### src/rtl/fb_pkg.sv
// Shared types and defaults for the SRAM framebuffer (reader and writer sides).
package fb_pkg;

  localparam int unsigned FB_H_RES = 640;
  localparam int unsigned FB_V_RES = 480;
  localparam int unsigned FB_WORDS = FB_H_RES * FB_V_RES;

  // One framebuffer pixel as stored in SRAM bits [11:0].
  typedef struct packed {
    logic [3:0] r;
    logic [3:0] g;
    logic [3:0] b;
  } pixel_t;

  // Scan-out reader states.
  typedef enum logic [1:0] {
    ST_IDLE  = 2'd0,
    ST_FETCH = 2'd1,
    ST_FLUSH = 2'd2
  } reader_state_t;

  // The upper nibble of an SRAM word carries no pixel information.
  function automatic pixel_t word_to_pixel(input logic [15:0] word);
    return pixel_t'(word[11:0]);
  endfunction

endpackage

### src/rtl/fb_sync_fifo.sv
// Single-clock first-word-fall-through FIFO with synchronous clear and an
// occupancy count. The head entry is readable in the cycle after it is
// pushed; push and pop may happen in the same cycle. An empty FIFO drives 0.
module fb_sync_fifo #(
  parameter int unsigned DEPTH = 8,
  parameter int unsigned WIDTH = 12
) (
  input  logic                       i_clk,
  input  logic                       i_rst,
  input  logic                       i_clr,
  input  logic                       i_push,
  input  logic [WIDTH-1:0]           i_din,
  input  logic                       i_pop,
  output logic [WIDTH-1:0]           o_dout,
  output logic                       o_empty,
  output logic                       o_full,
  output logic [$clog2(DEPTH+1)-1:0] o_count
);

  localparam int unsigned PW = $clog2(DEPTH);
  localparam int unsigned CW = $clog2(DEPTH+1);

  logic [WIDTH-1:0] r_mem [DEPTH];
  logic [PW-1:0]    r_wr_ptr;
  logic [PW-1:0]    r_rd_ptr;
  logic [CW-1:0]    r_count;

  logic w_do_push;
  logic w_do_pop;

  assign o_empty   = (r_count == '0);
  assign o_full    = (r_count == CW'(DEPTH));
  assign o_count   = r_count;
  assign o_dout    = o_empty ? '0 : r_mem[r_rd_ptr];
  assign w_do_pop  = i_pop && !o_empty;
  assign w_do_push = i_push && (!o_full || w_do_pop);

  // Storage write; contents need no reset because the count gates visibility.
  always_ff @(posedge i_clk) begin
    if (w_do_push) begin
      r_mem[r_wr_ptr] <= i_din;
    end
  end

  // Pointer and count bookkeeping; clear wins over a simultaneous push/pop.
  always_ff @(posedge i_clk) begin
    if (i_rst || i_clr) begin
      r_wr_ptr <= '0;
      r_rd_ptr <= '0;
      r_count  <= '0;
    end else begin
      if (w_do_push) r_wr_ptr <= r_wr_ptr + PW'(1);
      if (w_do_pop)  r_rd_ptr <= r_rd_ptr + PW'(1);
      case ({w_do_push, w_do_pop})
        2'b10:   r_count <= r_count + CW'(1);
        2'b01:   r_count <= r_count - CW'(1);
        default: r_count <= r_count;
      endcase
    end
  end

endmodule

### src/rtl/fb_sram_reader.sv
// Scan-out read engine: on each frame start, fetches H_RES*V_RES words in
// raster order from the SRAM controller read port and presents them as an
// RGB444 pixel stream.
//
// Handshakes: a transfer happens on a rising clock edge where valid/req and
// ready/gnt are both high. Once rd_req (or pix_valid) is raised, it and its
// payload stay unchanged until that transfer occurs; the only exception is a
// frame restart, which withdraws pix_valid and stops further requests.
module fb_sram_reader
  import fb_pkg::*;
#(
  parameter int unsigned    H_RES     = FB_H_RES,
  parameter int unsigned    V_RES     = FB_V_RES,
  parameter int unsigned    AW        = 20,
  parameter logic [AW-1:0]  BASE_ADDR = '0,
  parameter int unsigned    DEPTH     = 8
) (
  input  logic          sys_clk,
  input  logic          sys_rst,
  input  logic          frame_start,
  output logic          rd_req,
  output logic [AW-1:0] rd_addr,
  input  logic          rd_gnt,
  input  logic          rd_rvalid,
  input  logic [15:0]   rd_rdata,
  output logic          pix_valid,
  input  logic          pix_ready,
  output logic [11:0]   pix_data,
  output logic          frame_done,
  output reader_state_t dbg_state
);

  localparam int unsigned WORDS = H_RES * V_RES;
  localparam int unsigned CW    = $clog2(WORDS + 1);
  localparam int unsigned OW    = $clog2(DEPTH + 1);

  reader_state_t r_state;
  reader_state_t w_next_state;

  logic [AW-1:0] r_addr;
  logic [CW-1:0] r_issued;
  logic [CW-1:0] r_pix_cnt;
  logic [OW-1:0] r_outstanding;
  logic          r_frame_done;

  logic          w_rd_hs;
  logic          w_rsp;
  logic          w_push;
  logic          w_pix_hs;
  logic          w_last_pix;
  logic          w_issue_left;
  logic          w_credit_ok;
  logic [OW:0]   w_inflight;
  logic          w_fifo_clr;
  logic          w_frame_init;
  logic          w_frame_end;
  logic          w_fifo_empty;
  logic [OW-1:0] w_fifo_count;
  logic          w_unused_fifo_full;
  logic [3:0]    w_unused_rdata_hi;
  pixel_t        w_rsp_pix;
  logic [11:0]   w_fifo_dout;

  assign w_unused_rdata_hi = rd_rdata[15:12];
  assign w_rsp_pix         = word_to_pixel(rd_rdata);

  assign w_rd_hs      = rd_req && rd_gnt;
  // A response with nothing outstanding is a controller bug; it is ignored.
  assign w_rsp        = rd_rvalid && (r_outstanding != '0);
  assign w_push       = w_rsp && (r_state == ST_FETCH);
  assign w_pix_hs     = pix_valid && pix_ready;
  assign w_last_pix   = w_pix_hs && (r_pix_cnt == CW'(WORDS - 1));
  assign w_issue_left = (r_issued < CW'(WORDS));
  // Every outstanding request owns a FIFO slot, so the FIFO can never overflow.
  assign w_inflight   = {1'b0, r_outstanding} + {1'b0, w_fifo_count};
  assign w_credit_ok  = (w_inflight < (OW+1)'(DEPTH));

  assign rd_addr    = r_addr;
  assign frame_done = r_frame_done;
  assign pix_data   = w_fifo_dout;
  assign dbg_state  = r_state;

  fb_sync_fifo #(
    .DEPTH (DEPTH),
    .WIDTH ($bits(pixel_t))
  ) u_pix_fifo (
    .i_clk   (sys_clk),
    .i_rst   (sys_rst),
    .i_clr   (w_fifo_clr),
    .i_push  (w_push),
    .i_din   (w_rsp_pix),
    .i_pop   (w_pix_hs),
    .o_dout  (w_fifo_dout),
    .o_empty (w_fifo_empty),
    .o_full  (w_unused_fifo_full),
    .o_count (w_fifo_count)
  );

  // State register.
  always_ff @(posedge sys_clk) begin
    if (sys_rst) r_state <= ST_IDLE;
    else         r_state <= w_next_state;
  end

  // Next-state and per-state strobes. A restart during FETCH still lets the
  // request on the bus that cycle complete; it is then drained in FLUSH.
  always_comb begin
    w_next_state = r_state;
    rd_req       = 1'b0;
    pix_valid    = 1'b0;
    w_fifo_clr   = 1'b0;
    w_frame_init = 1'b0;
    w_frame_end  = 1'b0;
    case (r_state)
      ST_IDLE: begin
        if (frame_start) begin
          w_next_state = ST_FETCH;
          w_frame_init = 1'b1;
        end
      end
      ST_FETCH: begin
        rd_req    = w_issue_left && w_credit_ok;
        pix_valid = !w_fifo_empty;
        if (frame_start) begin
          w_next_state = ST_FLUSH;
          w_fifo_clr   = 1'b1;
        end else if (w_last_pix) begin
          w_next_state = ST_IDLE;
          w_frame_end  = 1'b1;
        end
      end
      ST_FLUSH: begin
        w_fifo_clr = 1'b1;
        if (r_outstanding == '0) begin
          w_next_state = ST_FETCH;
          w_frame_init = 1'b1;
        end
      end
      default: w_next_state = ST_IDLE;
    endcase
  end

  // Address, issue/pixel/outstanding counters and the frame_done pulse.
  always_ff @(posedge sys_clk) begin
    if (sys_rst) begin
      r_addr        <= BASE_ADDR;
      r_issued      <= '0;
      r_pix_cnt     <= '0;
      r_outstanding <= '0;
      r_frame_done  <= 1'b0;
    end else begin
      r_outstanding <= r_outstanding + OW'(w_rd_hs) - OW'(w_rsp);
      r_frame_done  <= w_frame_end;
      if (w_frame_init) begin
        r_addr    <= BASE_ADDR;
        r_issued  <= '0;
        r_pix_cnt <= '0;
      end else begin
        if (w_rd_hs) begin
          r_addr   <= r_addr + AW'(1);
          r_issued <= r_issued + CW'(1);
        end
        if (w_pix_hs) begin
          r_pix_cnt <= w_last_pix ? '0 : r_pix_cnt + CW'(1);
        end
      end
    end
  end

  // Responses must never outnumber requests.
  a_no_spurious_rvalid : assert property (@(posedge sys_clk) disable iff (sys_rst)
    !(rd_rvalid && (r_outstanding == '0)));

endmodule

### config.mk
export PLATFORM = sky130hd
export DESIGN_NAME = fb_sram_reader
export DESIGN_NICKNAME = d
export VERILOG_FILES = /design/src/rtl/fb_pkg.sv /design/src/rtl/fb_sync_fifo.sv /design/src/rtl/fb_sram_reader.sv
export SDC_FILE = /design/constraint.sdc
export NUM_CORES = 1
export LEC_CHECK = 0
export BUFFER_PORTS_ARGS = -buffer_cell sky130_fd_sc_hd__clkbuf_2
export CAP_MARGIN = 20
export CORE_UTILIZATION = 46
export DETAILED_ROUTE_END_ITERATION = 16
export GPL_ROUTABILITY_DRIVEN = 0
export PLACE_DENSITY_LB_ADDON = 0.08
export SETUP_SLACK_MARGIN = 0.2
export SLEW_MARGIN = 10
export SYNTH_ARGS = -nofsm -noshare
export SYNTH_HDL_FRONTEND = slang
export SYNTH_SLANG_ARGS = --single-unit
### constraint.sdc
create_clock -name sys_clk -period 4.93 [get_ports sys_clk]
set_input_delay 0.986 -clock sys_clk [delete_from_list [all_inputs] [get_ports sys_clk]]
set_output_delay 0.986 -clock sys_clk [all_outputs]
set_load 0.1 [all_outputs]
Word-level counts from Yosys, hierarchy flattened
Memories as Yosys holds them, arrays and structs flattened. A register that Yosys moved wholly into a read port is not among the register bits.
Index checks and enable logic that the tools add are counted.

word-level totals
  bits in registers = 75
  RAM bits = 96
  input port bits = 22
  output and inout port bits = 37
  word-level logic and storage cells = 71
  memories = 1

memories
  name              depth  width  read ports  clocked after Yosys merged registers in  wr ports  line                text
  u_pix_fifo.r_mem  8      12     1           1                                        1         fb_sync_fifo.sv:23  logic [WIDTH-1:0] r_mem [DEPTH];

operators by class
  add/subtract/negate cells = 10
  order comparisons = 2
  equal/unequal tests = 9
  mux-type cells = 19
  bitwise gates (word level) = 1
  reduce and logical (&&, ||, !) cells = 20

operators by type and width
  operator                                             number
  adder 19 x 1 -> 19 bit, second input constant        2
  adder 20 x 1 -> 20 bit, second input constant        1
  equality test 19 bit, second input constant          1
  < comparator 19 bit, second input constant           1
  2-to-1 mux 19 bit                                    1
  2-to-1 mux 12 bit                                    1
  logical AND 1 bit                                    8
  logical NOT 4 bit                                    2
  2-to-1 mux 2 bit                                     4
  one-hot mux 4 bit (2 select lines)                   1
  2-to-1 mux 1 bit                                     7
  adder 3 x 1 -> 3 bit, second input constant          2
  2-to-1 mux 3 bit                                     2
  one-hot mux 2 bit (3 select lines)                   1
  adder 4 x 4 -> 5 bit                                 1
  < comparator 5 x 4 -> 1 bit, second input constant   1
  adder 4 x 1 -> 4 bit                                 1
  adder 4 x 1 -> 4 bit, second input constant          1
  equality test 2 x 1 -> 1 bit, second input constant  2
  equality test 2 bit, second input constant           2
  equality test 4 bit, second input constant           1
  inequality test 2 bit, second input constant         2
  one-hot mux 1 bit (2 select lines)                   2
  nonzero test 4 bit                                   1
  11 further kinds                                     13

Depth between registers and ports, before layout
Gate-level depths: netlist of the first run.

  word-level depth = 9
  gate-level depth with buffers = 13
  mapped depth without buffers = 13

Modules after synthesis
A second synthesis of the first run with hierarchy kept.

unflattened totals
  cells, all modules = 625
  area, all modules = 7861.3 µm²

by module, submodules not included
  module          times used  cells an instance  area an instance (µm²)
  fb_sync_fifo    1           235                4372.9
  fb_sram_reader  1           390                3488.3

Least setup slack after synthesis of the first run
No wires, ideal clock.

  path type = register -> output
  from = register r_state[0] (netlist: dbg_state[0])
  to = output port rd_req
  data arrival time = 2776 ps
  data required time = 3944 ps
  setup slack = 1168 ps
  cell stages (with the launch flop) = 5
  path buffers = 0
  cells stage by stage = dfxtp_1 -> ha_1 -> or4b_4 -> a21oi_1 -> and2_1

on the way
  longest elaborated chain between the ends = 2

RTL lines
  what                          line                   text
  start: declaration            fb_sram_reader.sv:37   reader_state_t r_state;
  start signal: assignment      fb_sram_reader.sv:102  else r_state <= w_next_state;
  equality test 2 x 1 -> 1 bit  fb_sram_reader.sv:114  case (r_state)
  2-to-1 mux 1 bit              fb_sram_reader.sv:114
  end: declaration              fb_sram_reader.sv:21   output logic rd_req,

No other way between the ends.

Final worst setup path of the first run
  from = register u_pix_fifo.r_count[3] (netlist: u_pix_fifo.o_count[3])
  to = output port rd_req

on the way
  longest elaborated chain between the ends = 4

RTL lines
  what                         line                   text
  start: declaration           fb_sync_fifo.sv:26     logic [CW-1:0] r_count;
  start signal: assignment     fb_sync_fifo.sv:55     2'b10: r_count <= r_count + CW'(1);
  start signal: assignment     fb_sync_fifo.sv:56     2'b01: r_count <= r_count - CW'(1);
  start signal: assignment     fb_sync_fifo.sv:57     default: r_count <= r_count;
  adder 4 x 4 -> 5 bit         fb_sram_reader.sv:75   assign w_inflight = {1'b0, r_outstanding} + {1'b0, w_fifo_count};
  < comparator 5 x 4 -> 1 bit  fb_sram_reader.sv:76   assign w_credit_ok = (w_inflight < (OW+1)'(DEPTH));
  logical AND 1 bit            fb_sram_reader.sv:122  rd_req = w_issue_left && w_credit_ok;
  2-to-1 mux 1 bit             fb_sram_reader.sv:114

No other way between the ends.

==> flow_summary.json, run 1 <==
{
  "finClkSkew_ns": 0.00849,
  "final_cells": 903,
  "htreeDepth": 4,
  "numCtsBuffers": 17,
  "drc": 0,
  "rsz0062_at_grt": "no",
  "die_area_um2": 17200,
  "clockRootBuffer": "clkbuf_16",
  "clock_sinks": 174,
  "vias": 4849,
  "final_hold_viol_count": 0,
  "cp_top_family": "simple AND/OR/NAND/NOR gates",
  "clk_latency_ns": 0.42,
  "cp_cell_sequence": "ha_1, or4b_4, a21oi_1, and2_1, clkbuf_2",
  "die_w_um": 131,
  "wl_mm": 14.9,
  "dp_cells": 871,
  "hold_depth": 2,
  "irDropWorstVdd_mv": 0.251,
  "hold_path.class": "register to register",
  "r2r-start": "u_pix_fifo.o_count[3]",
  "row_count": 46,
  "grt.overflow.total": 0,
  "synth_area_um2": 7650,
  "synth-edff-count": 96,
  "dp_hpwl_mm": 9.41,
  "max_stage_delay_ns": 0.60,
  "crit_required_ns": 3.94,
  "drv_cap": 0,
  "slowest_stage": "or4b_4",
  "seq_area_frac_synth_pct": 58.1,
  "tritoncts": "done",
  "pin_count": 59,
  "worstHoldStart": "rd_addr[19]",
  "core_area_um2": 16100,
  "area_growth_syn_to_layout_pct": 15.1,
  "layout_min_cycle_time_ns": 3.58,
  "fin_nets": 717,
  "cp_max_fo": 6,
  "r2r_end": "r_outstanding[2]",
  "grt_pass1_wl_mm": 23.8,
  "ys.flop_type": "edfxtp_1",
  "fmax_mhz": 279,
  "criticalPathCategory": "register to output port",
  "grt_pass1_vias": 4648,
  "finalSetupViolCount": 0,
  "antenna_found_initial": 0,
  "grt_max_degree": 37,
  "io_buffers": 54,
  "n_fill_cell": 1348,
  "ys_warn_count": 0,
  "leakage_uw": 0.00304,
  "finalCritPeriodShare_pct": 72.6,
  "synthArstFlopShare_pct": 0,
  "synth_nets": 652,
  "grt_use_total_pct": 18.7,
  "holdPathEnd": "rd_addr[19]",
  "syn_area_per_cell_um2": 12.6,
  "powerDensity_nw_per_um2": 396,
  "start_util_pct": 47.7,
  "synth_cells": 609,
  "cp_data_arrival_time_ns": 2.60,
  "relSlewSlack_pct": 38.1,
  "layout-drive-gt1-share_pct": 22.1,
  "drt_iter0_drc": 210,
  "fin_tns_setup_ns": 0,
  "rr_worst_depth": 11,
  "final-max-slew-violation-count": 0,
  "firstDrtPassIters": 4,
  "fp.dieH_um": 131,
  "ant_nets": 0,
  "cts.clk_slew.worst_paths_ns": 0.06,
  "critPathBufInv": 1,
  "cts.path.max_buffers": 2,
  "synth_cell_types": 60,
  "cts_hold_buffers": 0,
  "ys_seq_elements": 174,
  "status": "completed",
  "crit_path_end_kind": "output port",
  "postCtsSetupRepairBufs": 0,
  "avgViaCountPerCell": 5.37,
  "ctsResizeCount": 0,
  "crit_path_start_kind": "register",
  "regToRegSetupSlack_ns": 1.63,
  "max_slew.worst_pin.slew_ns": 0.920,
  "avgRoutedWirePerCell_um": 16.5,
  "antenna_cells": 0
}
==> per-stage QoR <==
step           setup slack, ns  utilization (%)  power, uW  area [um^2]  hold slack, ns
2_1_floorplan             1.17                -       2110         7650           0.454
3_3_place_gp              1.67             51.4       2240         8250           0.449
3_5_place_dp              1.63             51.4       2250         8250           0.472
4_1_cts                   1.34             54.9       3530         8810           0.482
5_1_grt                   1.27             54.9       3630         8810           0.501
6_report                  1.35             54.9       3490         8810           0.475
==> sequential cells by signal, summed over array words and instances (netlist names), named ones only <==
name                 flops
rd_addr                 20
u_pix_fifo.o_count       4
u_pix_fifo.r_rd_ptr      3
u_pix_fifo.r_wr_ptr      3
r_issued                19
dbg_state                2
r_pix_cnt               19
u_pix_fifo.r_mem        96
frame_done               1
r_outstanding            4
==> cells by family after synthesis <==
group | share of synthesized area [%]
DFF | 58.1
adders and majority gates | 3.63
and+or+nand+nor | 16.8
AOI/OAI and AO/OA | 3.84
muxes | 9.56
buffers and inverters | 2.08
xor gates and xnor gates | 6.06
==> synth_stat cells (8+ instances only) <==
| cell | n | area [um^2] |
|---|---|---|
| xnor2_1 | 23 | 201 |
| nand4_1 | 20 | 125 |
| mux4_2 | 24 | 541 |
| xor2_1 | 30 | 263 |
| clkbuf_1 | 16 | 60.1 |
| mux2i_1 | 18 | 180 |
| inv_1 | 14 | 52.6 |
| nor2_1 | 74 | 278 |
| nand2_1 | 42 | 158 |
| edfxtp_1 | 96 | 2880 |
| a21oi_1 | 15 | 75.1 |
| nor3_1 | 12 | 60.1 |
| ha_1 | 19 | 238 |
| and3_1 | 8 | 50.1 |
| dfxtp_1 | 78 | 1560 |
| nand3_1 | 30 | 150 |
| nor4_2 | 8 | 100 |
==> how the worst max path moves through the flow <==
stage / slack, ns / depth (start not counted) / startpoint / endpoint
2_1_floorplan: 1.17 / 4 / dbg_state[0] / rd_req
3_3_place_gp: 1.67 / 11 / u_pix_fifo.o_count[3] / r_outstanding[2]
3_5_place_dp: 1.63 / 11 / u_pix_fifo.o_count[3] / r_outstanding[2]
4_1_cts: 1.34 / 5 / u_pix_fifo.o_count[3] / rd_req
5_1_grt: 1.27 / 5 / u_pix_fifo.o_count[3] / rd_req
6_report: 1.35 / 5 / u_pix_fifo.o_count[3] / rd_req
==> cells in the final DEF, fill, tap and decap left out, types with 4 or more instances in the layout <==
cell,n
a21o_1,4
a21oi_1,15
and2_1,4
and3_1,8
buf_4,15
clkbuf_16,17
clkbuf_2,54
dfxtp_1,78
edfxtp_1,96
ha_1,19
inv_1,14
inv_6,4
mux2i_1,18
mux4_2,24
nand2_1,42
nand2b_1,5
nand3_1,30
nand4_1,20
nor2_1,74
nor2_2,4
nor2b_1,4
nor3_1,10
nor3b_2,5
nor4_1,4
nor4_2,7
xnor2_1,23
xor2_1,30
==> routing by layer <==
layer | vias up | wire (um) | GRT usage (%)
li1 | 2367 | - | -
met1 | 2377 | 6930 | 25.1
met2 | 84 | 7120 | 29.4
met3 | 21 | 636 | 4.11
met4 | 0 | 242 | 7.78
met5 | - | 0 | 0
==> report_power, final <==
part / total, uW / internal, uW / switching (uW) / leakage [uW]
combinational: 612 / 183 / 430 / 0.00128
sequential: 1600 / 1570 / 31.1 / 0.00149
clock: 1270 / 716 / 557 / 0.000265
total: 3490 / 2470 / 1020 / 0.00304
==> tightest hold or removal path: cells and delay by family, from the launching register on <==
| kind | cells | cell delay [ns] |
|---|---|---|
| DFF | 1 | 0.32 |
| and+or+nand+nor | 1 | 0.05 |
| muxes | 1 | 0.06 |
==> layout make-up <==
class	instances	area, um^2	share of cell area, %
clock buffer	21	450	5.11
sequential	174	4440	50.5
clock inverter	11	110	1.25
tap	216	270	3.07
inverter	16	60.1	0.682
timing repair buffer	69	383	4.35
multi-input combinational	396	3090	35.1
No activity file was read; power rests on OpenSTA's default activity.
==> run 2, diff against run 1 <==
Clock period 4.93 ns to 3.4 ns, I/O delays scaled along.
==> run 2 against run 1 <==
Via count is 0.21% higher. Routed wire length is 0.23% higher. Critical path depth stayed put. Power is 46% higher. Critical endpoint unchanged. Largest power group unchanged. Highest routed layer unchanged.
==> flow_summary.json, run 2 (synthesis gave the netlist of run 1 again) <==
{
  "powerDensity_nw_per_um2": 574,
  "met1Wirelength_mm": 7.01,
  "finish.instance_area_um2": 8870,
  "max_slew.worst_pin.slew_ns": 0.877,
  "layout_commonest_cell": "edfxtp_1",
  "final-max-slew-violation-count": 0,
  "finalSetupViolCount": 0,
  "fmax_mhz": 326,
  "final_hold_viol_count": 0,
  "fin_nets": 720,
  "core_area_um2": 16100,
  "crit_path_end_kind": "output port",
  "layout-drive-gt1-share_pct": 23.1,
  "clock_sinks": 174,
  "cts_hold_buffers": 0,
  "status": "completed",
  "hold_ws_ns": 0.469,
  "cts.clk_slew.worst_paths_ns": 0.06,
  "htreeDepth": 4,
  "avgRoutedWirePerCell_um": 16.5,
  "grt_pass1_wl_mm": 24.3,
  "placed_area_um2": 8300,
  "leakage_uw": 0.00307,
  "wl_mm": 15.0,
  "grt.overflow.total": 0,
  "regMostFlops": "u_pix_fifo.r_mem",
  "n_fill_cell": 1363,
  "cp_max_fo": 6,
  "ant_nets": 0,
  "pin_count": 59,
  "criticalPathCategory": "register to output port",
  "grt_pass1_vias": 4787,
  "final_cell_mix": "96 x edfxtp_1, 75 x dfxtp_1, 74 x nor2_1",
  "hold_path.class": "register to register",
  "clk_latency_ns": 0.43,
  "wl_met2_mm": 7.30,
  "tritoncts": "done",
  "clockRootBuffer": "clkbuf_16",
  "cts.path.max_buffers": 2,
  "firstDrtPassIters": 4,
  "area_growth_syn_to_layout_pct": 15.8,
  "fin_util_pct": 55.2,
  "start_util_pct": 47.7,
  "top_layer_used": "met4",
  "io_buffers": 54,
  "grt_use_total_pct": 19.0,
  "vias": 4859,
  "cp_data_arrival_time_ns": 2.39,
  "finClkSkew_ns": 0.00747,
  "finalCritPeriodShare_pct": 90.2,
  "antenna_cells": 0,
  "ctsResizeCount": 1,
  "avgViaCountPerCell": 5.37,
  "die_w_um": 131,
  "drt_iter0_drc": 216,
  "row_count": 46,
  "antenna_found_initial": 0,
  "fp.dieH_um": 131,
  "relSlewSlack_pct": 41.0,
  "rsz0062_at_grt": "no",
  "wl_met3_um": 441,
  "fin_tns_setup_ns": 0,
  "dp_hpwl_mm": 9.87,
  "drv_cap": 0,
  "crit_required_ns": 2.72,
  "die_area_um2": 17200,
  "numCtsBuffers": 17,
  "layout_min_cycle_time_ns": 3.07,
  "irDropWorstVdd_mv": 0.319,
  "grt_max_degree": 36,
  "largest_reg_flops": 96,
  "postCtsSetupRepairBufs": 0,
  "crit_path_start_kind": "register",
  "drc": 0
}
==> run 2: cell count changes in the layout (fill, tap and decap cells not counted), sizes merged <==
cell	delta
clkbuf	-5
inv	+2
clkinvlp	-2
buf	+4
clkinv	+3
==> run 2: through the flow <==
| step | worst slack, ns | total power [uW] | instances |
|---|---|---|---|
| detailed placement | 0.233 | 3280 | 874 |
| CTS | 0.214 | 5140 | 905 |
| finish | 0.334 | 5090 | 905 |
| floorplan | 0.214 | 3070 | 609 |
| global placement | 0.282 | 3260 | 874 |
| global route | 0.201 | 5300 | 905 |
==> run 2: path summary, 6_finish.rpt <==
path / startpoint / end / slack [ns] / cells past startpoint
min: rd_addr[19] / rd_addr[19] / 0.47 / 2
max: u_pix_fifo.o_count[3] / rd_req / 0.33 / 5
min reg2reg: rd_addr[19] / rd_addr[19] / 0.47 / 2
max reg2reg: u_pix_fifo.o_count[3] / r_outstanding[2] / 0.34 / 11
==> run 2: routing by layer <==
layer  up-vias  GRT usage (%)
met3        16           3.38
met5         -              0
li1       2370              -
met2        70           31.1
met1      2403           25.0
met4         0           7.37
==> run 2: area by class of cell <==
type	instances	area, um^2	area share [%]
flip-flops and latches	174	4450	50.2
repair buffers	72	435	4.91
clock buffers	17	425	4.80
inverters	16	60.1	0.677
multi-input cells	396	3090	34.9
well taps	216	270	3.05
clock inverters	14	134	1.51
==> run 2: worst max-delay path: stages, from the launching register on <==
cell and delay (ns):
dfxtp_2 0.40, ha_1 0.25, or4b_4 0.60, a21oi_1 0.20
and2_1 0.18, clkbuf_4 0.33
==> run 2: power by group <==
group          internal (uW)  switching (uW)  leakage, uW  total [uW]
registers               2280            47.1      0.00150        2330
logic                    278             623      0.00130         901
clock network           1020             841     0.000273        1860
total                   3580            1510      0.00307        5090
==> run 3, diff against run 2 <==
Settings changed: CELL_PAD_IN_SITES_DETAIL_PLACEMENT set to 1, CELL_PAD_IN_SITES_GLOBAL_PLACEMENT set to 1, SYNTH_HIERARCHICAL set to 1.
==> run 3 against run 2 <==
Non-clock buffer count stayed put. Global-route usage is 1.1 points higher. Register-to-register slack better by 0.14 ns. Die area is 2.6% higher. Hold slack better by 0.0088 ns. Via count is 3.2% higher. Combinational power is 18% lower.
==> flow_summary.json, run 3 <==
{
  "status": "completed",
  "crit_required_ns": 2.72,
  "vias": 5016,
  "firstDrtPassIters": 4,
  "r2r_end": "r_outstanding[2]",
  "cp_top_family": "buffers and inverters",
  "fin_tns_setup_ns": 0,
  "crit_path_end_kind": "output port",
  "clk_latency_ns": 0.43,
  "grt_max_degree": 34,
  "r2r-start": "dbg_state[1]",
  "avgRoutedWirePerCell_um": 18.2,
  "powerDensity_nw_per_um2": 565,
  "area_growth_syn_to_layout_pct": 16.2,
  "cp_cell_sequence": "inv_1, ha_1, nor4b_4, inv_1, nor2_2, clkbuf_2",
  "grt_pass1_wl_mm": 27.2,
  "slowest_stage": "clkbuf_2",
  "cts.path.max_buffers": 2,
  "regMostFlops": "u_pix_fifo/r_mem",
  "largest_reg_flops": 96,
  "max_slew.worst_pin.slew_ns": 0.728,
  "fin_nets": 730,
  "max_stage_delay_ns": 0.45,
  "cp_max_fo": 10,
  "holdPathEnd": "r_pix_cnt[1]",
  "hold_path.class": "register to register",
  "finClkSkew_ns": 0.0147,
  "clock_sinks": 174,
  "layout-drive-gt1-share_pct": 24.9,
  "worst_path_most_repeated_cell": "inv_1",
  "clockRootBuffer": "clkbuf_16",
  "worstHoldStart": "r_pix_cnt[1]",
  "fp.dieH_um": 133,
  "die_area_um2": 17600,
  "final-max-slew-violation-count": 0,
  "drt_iter0_drc": 187,
  "tritoncts": "done",
  "grt_pass1_vias": 5209,
  "cts_hold_buffers": 0,
  "finalCritPeriodShare_pct": 86.3,
  "layout_min_cycle_time_ns": 2.94,
  "final_hold_viol_count": 0,
  "synth_cells": 624,
  "rr_worst_depth": 14,
  "n_fill_cell": 1693,
  "pin_count": 59,
  "wl_mm": 16.7,
  "drc": 0,
  "synth_area_um2": 7860,
  "ctsResizeCount": 0,
  "core_area_um2": 16600,
  "grt.overflow.total": 0,
  "irDropWorstVdd_mv": 0.362,
  "criticalPathCategory": "register to output port",
  "start_util_pct": 47.2,
  "drv_cap": 0,
  "rsz0062_at_grt": "no",
  "leakage_uw": 0.00304,
  "hold_ws_ns": 0.478,
  "ys_warn_count": 6,
  "synth_nets": 667,
  "io_buffers": 54,
  "hold_depth": 2,
  "crit_path_start_kind": "register",
  "grt_use_total_pct": 20.1,
  "die_w_um": 133,
  "fmax_mhz": 341,
  "htreeDepth": 4,
  "layout_commonest_cell": "edfxtp_1",
  "row_count": 47,
  "finalSetupViolCount": 0,
  "syn_area_per_cell_um2": 12.6,
  "regToRegSetupSlack_ns": 0.48,
  "ant_nets": 0,
  "cp_data_arrival_time_ns": 2.26,
  "final_cell_mix": "96 x edfxtp_1, 91 x nor2_1, 76 x dfxtp_1",
  "dp_hpwl_mm": 10.9,
  "finalWorstSetupSlack_ns": 0.464,
  "critPathBufInv": 3,
  "numCtsBuffers": 17,
  "antenna_found_initial": 1,
  "dp_slack_ns": 0.430,
  "relSlewSlack_pct": 51.3,
  "avgViaCountPerCell": 5.45,
  "cts.clk_slew.worst_paths_ns": 0.07
}
[run 3: layer usage]
layer / global-route usage (%) / wire length [um]
met5: 0 / 0
met4: 7.47 / 294
met3: 3.60 / 479
met2: 34.4 / 8440
met1: 25.4 / 7520
[run 3: tightest hold or removal path: cells and delay by family (launching register included)]
| family | cells | cell delay (ns) |
|---|---|---|
| compound gates | 1 | 0.05 |
| flops | 1 | 0.32 |
| simple gates | 1 | 0.06 |
[run 3: area by class of cell]
cell class                 instances  area, um^2  share of cell area, %
sequential                       174        4450                   48.7
clock inverter                    15         213                   2.33
clock buffer                      17         425                   4.66
antenna                            1        2.50                 0.0274
timing repair buffer              72         440                   4.82
multi-input combinational        397        3230                   35.4
inverter                          25        93.8                   1.03
tap                              220         275                   3.02
[run 3: what timing repair did]
item / in CTS / in global routing
endpoints found under the hold margin: 0 / 0
buffers inserted: 0 / 2
setup endpoints to repair: 0 / 1
[run 3: power breakdown]
group	switching, uW	total, uW	leakage (uW)	internal, uW
sequential	49.4	2330	0.00149	2280
clock	889	2090	0.000313	1200
combinational	500	740	0.00123	240
[run 3: stage by stage]
step                util, %  cell area [um^2]  cells  total power (uW)
floorplan                 -              7910    624              2930
global placement       50.9              8470    886              3070
detailed placement     50.9              8470    886              3110
CTS                    54.7              9110    918              5190
global route           54.9              9130    921              5360
finish                 54.9              9130    921              5160
[run 3: worst max path at each step]
stage	to	cells after the start	from	slack [ns]
finish	rd_req	6	dbg_state[1]	0.46
global route	u_pix_fifo/o_count[3]	13	dbg_state[1]	0.26
CTS	rd_req	5	u_pix_fifo/o_count[3]	0.21
detailed placement	r_outstanding[2]	12	u_pix_fifo/o_count[3]	0.43
global placement	r_outstanding[2]	12	u_pix_fifo/o_count[3]	0.55
floorplan	u_pix_fifo/r_mem[5][0]	9	dbg_state[1]	0.23
